### config.mk
export PLATFORM = sky130hd
export DESIGN_NAME = ristretto_redirect_ctrl_flat
export DESIGN_NICKNAME = d
export VERILOG_FILES = /design/src/rtl/ristretto_exe_stage_pkg.sv /design/src/rtl/ristretto_redirect_ctrl_if.sv /design/src/rtl/ristretto_redirect_ctrl.sv /design/src/flat_wrapper.sv
export SDC_FILE = /design/constraint.sdc
export NUM_CORES = 1
export LEC_CHECK = 0
export CAP_MARGIN = 20
export CORE_MARGIN = 2
export CORE_UTILIZATION = 38
export DETAILED_ROUTE_END_ITERATION = 7
export GPL_ROUTABILITY_DRIVEN = 0
export GPL_TIMING_DRIVEN = 1
export PLACE_DENSITY = 0.77
export SETUP_SLACK_MARGIN = 0.15
export SLEW_MARGIN = 10
export SYNTH_ARGS = -nofsm -noshare
export SYNTH_HDL_FRONTEND = slang
export SYNTH_SLANG_ARGS = --single-unit
### constraint.sdc
create_clock -name clk_i -period 1.85 [get_ports clk_i]
set_clock_uncertainty 0.2 [all_clocks]
set_input_delay 0.555 -clock clk_i [delete_from_list [all_inputs] [get_ports clk_i]]
set_output_delay 0.555 -clock clk_i [all_outputs]
set_load 0.03 [all_outputs]
### src/rtl/ristretto_exe_stage_pkg.sv
// ristretto_exe_stage_pkg: shared execute-stage types for the BJU and redirect controller
package ristretto_exe_stage_pkg;
  typedef enum logic [1:0] {
    BJU_NONE   = 2'b00,
    BJU_BRANCH = 2'b01,
    BJU_JAL    = 2'b10,
    BJU_JALR   = 2'b11
  } bju_op_t;
  typedef enum logic [1:0] {RC_IDLE, RC_REDIRECT, RC_FLUSH, RC_TRAP} rc_state_t;
  localparam logic [3:0] EXC_INSTR_MISALIGNED = 4'd0;
  function automatic logic bju_act(logic [1:0] op, logic taken);
    return op == BJU_JAL || op == BJU_JALR || (op == BJU_BRANCH && taken);
  endfunction
endpackage

### src/rtl/ristretto_redirect_ctrl_if.sv
// ristretto_redirect_ctrl_if: BJU result, IF redirect and trap request signals around the redirect controller
interface ristretto_redirect_ctrl_if #(
  parameter int DataWidth = 32
);
  logic                 rc_valid_i;
  logic                 rc_ready_o;
  logic [1:0]           rc_op_i;
  logic                 rc_branch_taken_i;
  logic                 rc_misalig_i;
  logic [DataWidth-1:0] rc_next_pc_i;
  logic [DataWidth-1:0] rc_pc_i;
  logic                 if_redirect_valid_o;
  logic                 if_redirect_ready_i;
  logic [DataWidth-1:0] if_redirect_pc_o;
  logic                 pipe_flush_o;
  logic                 exe_stall_o;
  logic                 trap_valid_o;
  logic [3:0]           trap_cause_o;
  logic [DataWidth-1:0] trap_epc_o;
  logic                 trap_ack_i;
  modport slave (
    input  rc_valid_i, rc_op_i, rc_branch_taken_i, rc_misalig_i, rc_next_pc_i, rc_pc_i,
    input  if_redirect_ready_i, trap_ack_i,
    output rc_ready_o, if_redirect_valid_o, if_redirect_pc_o, pipe_flush_o, exe_stall_o,
    output trap_valid_o, trap_cause_o, trap_epc_o
  );
  modport master (
    output rc_valid_i, rc_op_i, rc_branch_taken_i, rc_misalig_i, rc_next_pc_i, rc_pc_i,
    output if_redirect_ready_i, trap_ack_i,
    input  rc_ready_o, if_redirect_valid_o, if_redirect_pc_o, pipe_flush_o, exe_stall_o,
    input  trap_valid_o, trap_cause_o, trap_epc_o
  );
endinterface

### src/rtl/ristretto_redirect_ctrl.sv
// ristretto_redirect_ctrl: turns resolved BJU results into IF redirects, pipeline squashes and misaligned-target traps
module ristretto_redirect_ctrl
  import ristretto_exe_stage_pkg::*;
#(
  parameter int                   DataWidth   = 32,
  parameter int                   FlushCycles = 2,
  parameter logic [DataWidth-1:0] TrapVector  = 'h100
) (
  input logic                      clk_i,
  input logic                      rstn_i,
  ristretto_redirect_ctrl_if.slave rc
);
  if (FlushCycles < 0 || FlushCycles > 15) begin : g_bad_flush
    $error("FlushCycles must be within 0..15");
  end
  rc_state_t            state_q;
  logic [DataWidth-1:0] target_q;
  logic [DataWidth-1:0] epc_q;
  logic [3:0]           cnt_q;
  // Control FSM: accept a result in IDLE, then redirect, squash, or trap before redirecting to the vector
  always_ff @(posedge clk_i) begin
    if (!rstn_i) begin
      state_q  <= RC_IDLE;
      target_q <= '0;
      epc_q    <= '0;
      cnt_q    <= '0;
    end else begin
      case (state_q)
        RC_IDLE:
          if (rc.rc_valid_i && bju_act(rc.rc_op_i, rc.rc_branch_taken_i)) begin
            if (rc.rc_misalig_i) begin
              epc_q   <= rc.rc_pc_i;
              state_q <= RC_TRAP;
            end else begin
              target_q <= rc.rc_next_pc_i;
              state_q  <= RC_REDIRECT;
            end
          end
        RC_REDIRECT:
          if (rc.if_redirect_ready_i) begin
            cnt_q   <= 4'(FlushCycles);
            state_q <= FlushCycles == 0 ? RC_IDLE : RC_FLUSH;
          end
        RC_FLUSH: begin
          cnt_q <= cnt_q - 4'd1;
          if (cnt_q == 4'd1) state_q <= RC_IDLE;
        end
        RC_TRAP:
          if (rc.trap_ack_i) begin
            target_q <= TrapVector;
            state_q  <= RC_REDIRECT;
          end
      endcase
    end
  end
  assign rc.rc_ready_o          = state_q == RC_IDLE;
  assign rc.if_redirect_valid_o = state_q == RC_REDIRECT;
  assign rc.if_redirect_pc_o    = state_q == RC_REDIRECT ? target_q : '0;
  assign rc.pipe_flush_o        = state_q != RC_IDLE;
  assign rc.exe_stall_o         = state_q != RC_IDLE;
  assign rc.trap_valid_o        = state_q == RC_TRAP;
  assign rc.trap_cause_o        = state_q == RC_TRAP ? EXC_INSTR_MISALIGNED : '0;
  assign rc.trap_epc_o          = state_q == RC_TRAP ? epc_q : '0;
endmodule

### src/flat_wrapper.sv
// flat-port wrapper written by rule: the top's interface ports become plain ports
module ristretto_redirect_ctrl_flat import ristretto_exe_stage_pkg::*;
#(
  parameter int                   DataWidth   = 32,
  parameter int                   FlushCycles = 2,
  parameter logic [DataWidth-1:0] TrapVector  = 'h100
)
  (clk_i, rstn_i, rc_rc_valid_i, rc_rc_op_i, rc_rc_branch_taken_i, rc_rc_misalig_i, rc_rc_next_pc_i, rc_rc_pc_i, rc_if_redirect_ready_i, rc_trap_ack_i, rc_rc_ready_o, rc_if_redirect_valid_o, rc_if_redirect_pc_o, rc_pipe_flush_o, rc_exe_stall_o, rc_trap_valid_o, rc_trap_cause_o, rc_trap_epc_o);
  ristretto_redirect_ctrl_if #(.DataWidth(DataWidth)) rc_i ();
  input logic clk_i;
  input logic rstn_i;
  input wire logic [$bits(rc_i.rc_valid_i)-1:0] rc_rc_valid_i;
  input wire logic [$bits(rc_i.rc_op_i)-1:0] rc_rc_op_i;
  input wire logic [$bits(rc_i.rc_branch_taken_i)-1:0] rc_rc_branch_taken_i;
  input wire logic [$bits(rc_i.rc_misalig_i)-1:0] rc_rc_misalig_i;
  input wire logic [$bits(rc_i.rc_next_pc_i)-1:0] rc_rc_next_pc_i;
  input wire logic [$bits(rc_i.rc_pc_i)-1:0] rc_rc_pc_i;
  input wire logic [$bits(rc_i.if_redirect_ready_i)-1:0] rc_if_redirect_ready_i;
  input wire logic [$bits(rc_i.trap_ack_i)-1:0] rc_trap_ack_i;
  output wire logic [$bits(rc_i.rc_ready_o)-1:0] rc_rc_ready_o;
  output wire logic [$bits(rc_i.if_redirect_valid_o)-1:0] rc_if_redirect_valid_o;
  output wire logic [$bits(rc_i.if_redirect_pc_o)-1:0] rc_if_redirect_pc_o;
  output wire logic [$bits(rc_i.pipe_flush_o)-1:0] rc_pipe_flush_o;
  output wire logic [$bits(rc_i.exe_stall_o)-1:0] rc_exe_stall_o;
  output wire logic [$bits(rc_i.trap_valid_o)-1:0] rc_trap_valid_o;
  output wire logic [$bits(rc_i.trap_cause_o)-1:0] rc_trap_cause_o;
  output wire logic [$bits(rc_i.trap_epc_o)-1:0] rc_trap_epc_o;
  assign rc_i.rc_valid_i = rc_rc_valid_i;
  assign rc_i.rc_op_i = rc_rc_op_i;
  assign rc_i.rc_branch_taken_i = rc_rc_branch_taken_i;
  assign rc_i.rc_misalig_i = rc_rc_misalig_i;
  assign rc_i.rc_next_pc_i = rc_rc_next_pc_i;
  assign rc_i.rc_pc_i = rc_rc_pc_i;
  assign rc_i.if_redirect_ready_i = rc_if_redirect_ready_i;
  assign rc_i.trap_ack_i = rc_trap_ack_i;
  assign rc_rc_ready_o = rc_i.rc_ready_o;
  assign rc_if_redirect_valid_o = rc_i.if_redirect_valid_o;
  assign rc_if_redirect_pc_o = rc_i.if_redirect_pc_o;
  assign rc_pipe_flush_o = rc_i.pipe_flush_o;
  assign rc_exe_stall_o = rc_i.exe_stall_o;
  assign rc_trap_valid_o = rc_i.trap_valid_o;
  assign rc_trap_cause_o = rc_i.trap_cause_o;
  assign rc_trap_epc_o = rc_i.trap_epc_o;
  ristretto_redirect_ctrl #(.DataWidth(DataWidth), .FlushCycles(FlushCycles), .TrapVector(TrapVector)) u_core (.clk_i(clk_i), .rstn_i(rstn_i), .rc(rc_i));
endmodule
# After elaboration in Yosys (flattened, before gate mapping)
# Index checks and enable logic that the tools add are counted.
# classes
add_sub_neg,1
n_eq_ne,12
mux,14
reduce_logical,12
# op_table
operator,count
32-bit 2-to-1 mux,5
32-bit case mux with 2 select lines,1
2-bit 2-to-1 mux,5
"2-bit equality test, second input constant",4
2-bit case mux with 4 select lines,1
4-bit case mux with 2 select lines,1
4-bit AND reduction,2
"2-bit != test, second input constant",3
2-bit nonzero test,3
"2-bit by 1-bit equality test with 1-bit output, second input constant",2
"4-bit by 1-bit equality test with 1-bit output, second input constant",1
4-bit 2-to-1 mux,1
"2-bit by 1-bit != test with 1-bit output, second input constant",2
"4-bit by 1-bit subtractor with 4-bit output, second input constant",1
3-bit AND reduction,1
1-bit logical AND,2
2-bit logical NOT,1
1-bit logical OR,2
2-bit AND reduction,1
# totals
reg_bits,70
output_inout_bits,73

# Logic depth before layout (Yosys ltp)
# Gate-level depths: netlist (run 1).
# depth
word_depth,6
mapped_depth,9
depth_no_buf,6

# Least setup slack after synthesis (run 1)
# No wires, ideal clock.
# synth_path
path_kind,register to output
start,register u_core.state_q[0]
end,output port rc_trap_epc_o[10]
t_arrival_ns,1.478
path_slack_ns,-0.383
path_stages_with_launch,5
n_path_buf,2
cell_sequence,dfxtp_1 > ha_1 > buf_2 > clkbuf_1 > and2_1
# synth_via
elab_chain_cells,2
# synth_rtl
item,line_no,source
from (decl),ristretto_redirect_ctrl.sv:16,rc_state_t state_q;
from (signal assigned),ristretto_redirect_ctrl.sv:42,state_q <= FlushCycles == 0 ? RC_IDLE : RC_FLUSH;
2-bit equality test,-,
net rc_trap_valid_o,flat_wrapper.sv:25,output wire logic [$bits(rc_i.trap_valid_o)-1:0] rc_trap_valid_o;
32-bit 2-to-1 mux,ristretto_redirect_ctrl.sv:63,assign rc.trap_epc_o = state_q == RC_TRAP ? epc_q : '0;
to (decl),flat_wrapper.sv:27,output wire logic [$bits(rc_i.trap_epc_o)-1:0] rc_trap_epc_o;
# The timed path passes the listed nets, and every way through them passes these cells.

# Final worst setup path (run 1)
# layout_path
start,register u_core.state_q[1]
end,output port rc_if_redirect_pc_o[25]
# layout_via
elab_chain_cells,2
# layout_rtl
item,line_no,source
2-bit by 1-bit equality test with 1-bit output,ristretto_redirect_ctrl.sv:58,assign rc.if_redirect_pc_o = state_q == RC_REDIRECT ? target_q : '0;
32-bit 2-to-1 mux,ristretto_redirect_ctrl.sv:58,
to (decl),flat_wrapper.sv:22,output wire logic [$bits(rc_i.if_redirect_pc_o)-1:0] rc_if_redirect_pc_o;
# Every way passes these cells.

==> impl_metrics.tcl, run 1 <==
set metrics [dict create \
    setup_viol 136 \
    hold_viol_final 0 \
    synth_top_area_frac 0.4346 \
    cts.sinks 70 \
    pin_count 146 \
    cts_tree "yes" \
    via_count 3720 \
    clockBufferDepth 2 \
    place_ws_ns -0.5200 \
    vias_per_cell 5.269 \
    final_common_cell "buf_6" \
    ys_seq_area_frac 0.4346 \
    maxCapViolCount 0 \
    finalWorstSetupSlack_ns -0.3242 \
    hold_path_class "flop to flop" \
    yosys_warnings 0 \
    initial_core_util 0.3924 \
    core_um2 8217 \
    avgSynthCellArea_um2 7.714 \
    cts_buffers 9 \
    fmax_ghz 0.4599 \
    ant_nets 0 \
    crit_slowest_cell "dfxtp_4" \
    crit_path_end_kind "output port" \
    routed_wl_mm 12.46 \
    htreeDepth 3 \
    post-route-min-period_ns 2.174 \
    most-common-layout-cells "buf_6, clkdlybuf4s50_1, nand2_1, dfxtp_1, and2_4" \
    gr-total-overflow 0 \
    cp_slowest_stage_delay_ns 0.37 \
    antenna_found_initial 0 \
    num_antenna_cells 0 \
    placement.io_buffers 141 \
    ys_top_cells_by_area "dfxtp_1, and2_1, nand2_1, a21oi_1, nand4_1" \
    drive_gt1_frac 0.5092 \
    row_count 33 \
    report.final.slew_viol_count 0 \
    min_period_over_period 1.175 \
    dr.pass1.iters 4 \
    p_per_area_nw_per_um2 1246 \
    synthCells 418 \
    synth_seq_cells 70 \
    insertion_delay_ns 0.34 \
    clkSlewWorstSetupHoldPaths_ns 0.08 \
    fill_cells 497 \
    fin_util 0.7911 \
    violations "negative setup slack" \
    critPathRequiredTime_ns 1.09 \
    leakage_nw 2.743 \
    grt_pass1_vias 3548 \
    die-height_um 96.12 \
    route.detailed.drc 0 \
    cp_cell_sequence "inv_4 > ha_4 > buf_6 > and2_4 > buf_6" \
    grt_setup_unrepaired "true" \
    dieArea_um2 9238 \
    arrival_ns 1.42 \
    syn_to_final_growth_pct 101.6 \
    path_max_fanout 7 \
    ir_drop_uv 1029 \
    placed_area_um2 4974 \
    fin_nets 675 \
    synth_top_area_cell "dfxtp_1" \
    wl_per_cell_um 17.65 \
    path_class "flop to output port" \
    grt_max_degree 38 \
    drt-initial-drc-count 151 \
    yosysUniqueCellTypes 27 \
    synth_area_um2 3224 \
    grt_pass1_wl_mm 16.97 \
    die_w_um 96.12 \
    cts-root-buf "clkbuf_8" \
    start_kind "flop" \
    crit_top_cell "buf_6" \
    hpwl_mm 6.575 \
    fin_area_um2 6500 \
    status "complete, but fails checks" \
    grt.total_usage 0.2379 \
]
routing by layer:
metal / GRT usage / up-vias / wire, um
met4: 0.07738 / 0 / 216
met5: 0 / - / 0
met1: 0.2527 / 1790 / 4539
met3: 0.05873 / 20 / 893
met2: 0.4537 / 176 / 6808
li1: - / 1734 / -
path summary, 6_finish.rpt:
kind | start | cells after the start | slack (ns) | to
worst max register to register | u_core.state_q[1] | 12 | -0.31 | u_core.target_q[16]
worst max-delay path | u_core.state_q[1] | 5 | -0.32 | rc_if_redirect_pc_o[25]
worst min-delay path | u_core.epc_q[11] | 2 | 0.26 | u_core.epc_q[11]
worst min register to register | u_core.epc_q[11] | 2 | 0.26 | u_core.epc_q[11]
critical path: cells and delay by family, from the launching register on:
family        cells  cell delay [ns]
fa+ha+maj         1             0.22
buf+inv           3             0.35
flops             1             0.37
simple gates      1             0.15
registers in the layout, summed over array words and instances, names as in the netlist:
register / cells
u_core.target_q: 32
u_core.cnt_q: 4
u_core.state_q: 2
u_core.epc_q: 32
cell type report:
cell class                      count  area, um2  share of cell area
Multi-Input combinational cell    304       2253              0.3467
Tap cell                          105      131.4             0.02021
Sequential cell                    70       1409              0.2167
Clock buffer                       11      141.4             0.02175
Timing Repair Buffer              204       2452              0.3773
Inverter                            7      32.53            0.005005
Clock inverter                      5      80.08             0.01232
repair_timing:
item / in CTS / in global routing
endpoints found under the hold margin: 0 / 0
hold buffers: 0 / 0
cloned: 10 / 2
buffers inserted: 18 / 3
resized for setup: 127 / 100
pin swaps: 29 / 61
setup endpoints to repair: 138 / 139
cells by family after synthesis:
kind of cell / Yosys count / share of synthesized area
multiplexers: 1 / 0.003105
adder cells (fa/ha/maj): 6 / 0.02328
AO/OA/AOI/OAI: 80 / 0.1339
AND/OR/NAND/NOR: 213 / 0.3329
other: 1 / 0.001163
flip-flops: 70 / 0.4346
buffers and inverters: 47 / 0.07101
power by group:
part           internal [W]  switching, W
logic               0.00247       0.00219
registers           0.00184      0.000232
clock network      0.000800      0.000577
total               0.00511       0.00299
cell usage after synthesis, drive strengths merged:
master  number
clkbuf      23
nand3        4
o21ai       34
and2        66
nand2       98
a22oi        1
or2          1
a21oi       41
conb         1
dfxtp       70
nand4       31
nor3         1
mux2i        1
buf         17
inv          7
or3b         1
or3          1
nor2b        2
nor2         5
a221oi       1
nand2b       3
ha           6
a211oi       3
metrics by stage:
step                      hold slack (ns)  total power (W)  TNS, ns  cells
after floorplan                    0.2325         0.003930   -1.099    421
after CTS                          0.2561         0.007629   -25.44    701
after global routing               0.2761         0.008444   -37.91    706
final                              0.2595         0.008102   -30.36    706
after global placement             0.2425         0.004828   -25.35    657
after detailed placement           0.2469         0.004911   -28.35    657
No activity file was read; power rests on OpenSTA's default activity.
==> inputs of run 2 (changes only) <==
==> constraint.sdc (replaced) <==
create_clock -name clk_i -period 1.85 [get_ports clk_i]
set_clock_uncertainty 0.2 [all_clocks]
set_input_delay 0.555 -clock clk_i [delete_from_list [all_inputs] [get_ports clk_i]]
set_output_delay 0.555 -clock clk_i [all_outputs]
set_load 0.05 [all_outputs]
==> impl_metrics.tcl, run 2 (same netlist as run 1, synthesis figures left out) <==
set metrics [dict create \
    status "complete, but fails checks" \
    violations "negative setup slack" \
    path_max_fanout 7 \
    pin_count 146 \
    postCtsHoldBufs 0 \
    initial_core_util 0.3924 \
    finalWorstSetupSlack_ns -0.3920 \
    via_count 3752 \
    seq_power_share 0.250 \
    p_clk_frac 0.169 \
    fmax_ghz 0.4460 \
    final_common_cell "nand2_1" \
    p_int_w 0.005028 \
    clkSlewWorstSetupHoldPaths_ns 0.08 \
    cts.sinks 70 \
    insertion_delay_ns 0.34 \
    power.share.switching 0.3901 \
    wl_per_cell_um 17.35 \
    row_count 33 \
    post_layout_nonfiller_instances 711 \
    holdWs_ns 0.2590 \
    most-common-layout-cells "nand2_1, buf_12, and2_4, dfxtp_1, clkdlybuf4s50_1" \
    core_um2 8217 \
    grt_setup_unrepaired "true" \
    critPathRequiredTime_ns 1.09 \
    dieArea_um2 9238 \
    numPlacedInstances 660 \
    grt_pass1_vias 3644 \
    min_period_over_period 1.212 \
    placement.io_buffers 141 \
    p_per_area_nw_per_um2 1213 \
    leakage_nw 2.681 \
    syn_to_final_growth_pct 110.7 \
    grt_pass1_wl_mm 17.48 \
    cts_tree "yes" \
    hold_path_class "flop to flop" \
    num_antenna_cells 0 \
    reg_top3 "u_core.epc_q (32), u_core.target_q (32), u_core.cnt_q (4)" \
    antenna_found_initial 0 \
    p_sw_w 0.003216 \
    vias_per_cell 5.277 \
    drive_gt1_frac 0.4521 \
    routed_wl_mm 12.34 \
    post-route-min-period_ns 2.242 \
    start_kind "flop" \
    setup_viol 104 \
    route.detailed.drc 0 \
    path_class "flop to output port" \
    dr.pass1.iters 4 \
    fin_area_um2 6794 \
    grt_max_degree 32 \
    grt.total_usage 0.2429 \
    cts_buffers 9 \
    htreeDepth 3 \
    hpwl_mm 7.187 \
    report.final.slew_viol_count 0 \
    pwr-share-comb 0.582 \
    die_w_um 96.12 \
    drt-initial-drc-count 179 \
    gr-total-overflow 0 \
    crit_path_end_kind "output port" \
    die-height_um 96.12 \
    clockBufferDepth 2 \
    cts-root-buf "clkbuf_8" \
    hold_viol_final 0 \
    fin_nets 680 \
    maxCapViolCount 0 \
    arrival_ns 1.49 \
    ir_drop_uv 1585 \
    fin_util 0.8269 \
    ant_nets 0 \
    placed_area_um2 5812 \
]
run 2: cell types whose count changed in the layout (fill, tap and decap cells not counted), sizes merged, moves of 2 or more:
cell | previous run | this run
and2 | 66 | 69
clkbuf | 13 | 16
inv | 8 | 6
clkdlybuf4s50 | 71 | 67
buf | 130 | 128
dlygate4sd2 | 1 | 5
clkinv | 1 | 3
run 2: path summary, 6_finish.rpt:
kind | from | end | slack, ns | depth (start not counted)
worst max register to register | u_core.state_q[0] | u_core.target_q[8] | -0.32 | 9
worst min register to register | u_core.epc_q[20] | u_core.epc_q[20] | 0.26 | 2
worst min-delay path | u_core.epc_q[20] | u_core.epc_q[20] | 0.26 | 2
worst max-delay path | u_core.state_q[1] | rc_trap_epc_o[12] | -0.39 | 5
run 2: final cells by class:
cell class | count | area, um2
repair buffers | 205 | 2932
clock buffers | 11 | 141.4
fillers | 457 | 1423
flip-flops and latches | 70 | 1409
multi-input cells | 308 | 2066
clock inverters | 5 | 82.58
well taps | 105 | 131.4
inverters | 7 | 32.53
run 2: power by group through the flow:
stage,clock network (W),logic [W],registers [W]
floorplan,0,0.00211,0.00202
global placement,0,0.00318,0.00203
detailed placement,0,0.00327,0.00206
CTS,0.00141,0.00413,0.00203
global route,0.00147,0.00504,0.00209
finish,0.00139,0.00480,0.00206
run 2: what timing repair did:
action | in CTS | in global routing
setup buffers | 11 | 9
gates cloned | 8 | 7
resized for setup | 67 | 48
setup endpoints to repair | 138 | 138
pin swaps | 32 | 28
run 2: stage by stage:
step | setup TNS [ns] | setup WS (ns) | power [W]
floorplan | -5.864 | -0.2154 | 0.004131
global placement | -47.71 | -0.7867 | 0.005212
detailed placement | -55.35 | -0.9456 | 0.005330
finish | -33.96 | -0.3920 | 0.008244
CTS | -26.98 | -0.3850 | 0.007575
global route | -37.86 | -0.4295 | 0.008592
run 2: critical path, stage by stage (launching register included):
cell and delay [ns]:
dfxtp_4 0.37, buf_6 0.10, ha_4 0.23, clkbuf_16 0.18, and2_4 0.14, buf_12 0.13
run 2: routing by layer:
metal	vias up	part of all wire	routed length [um]	track usage
li1	1752	-	-	-
met1	1813	0.37	4558	0.2922
met2	163	0.52	6445	0.4178
met3	24	0.084	1041	0.06578
met4	0	0.024	291	0.07976
met5	-	0	0	0
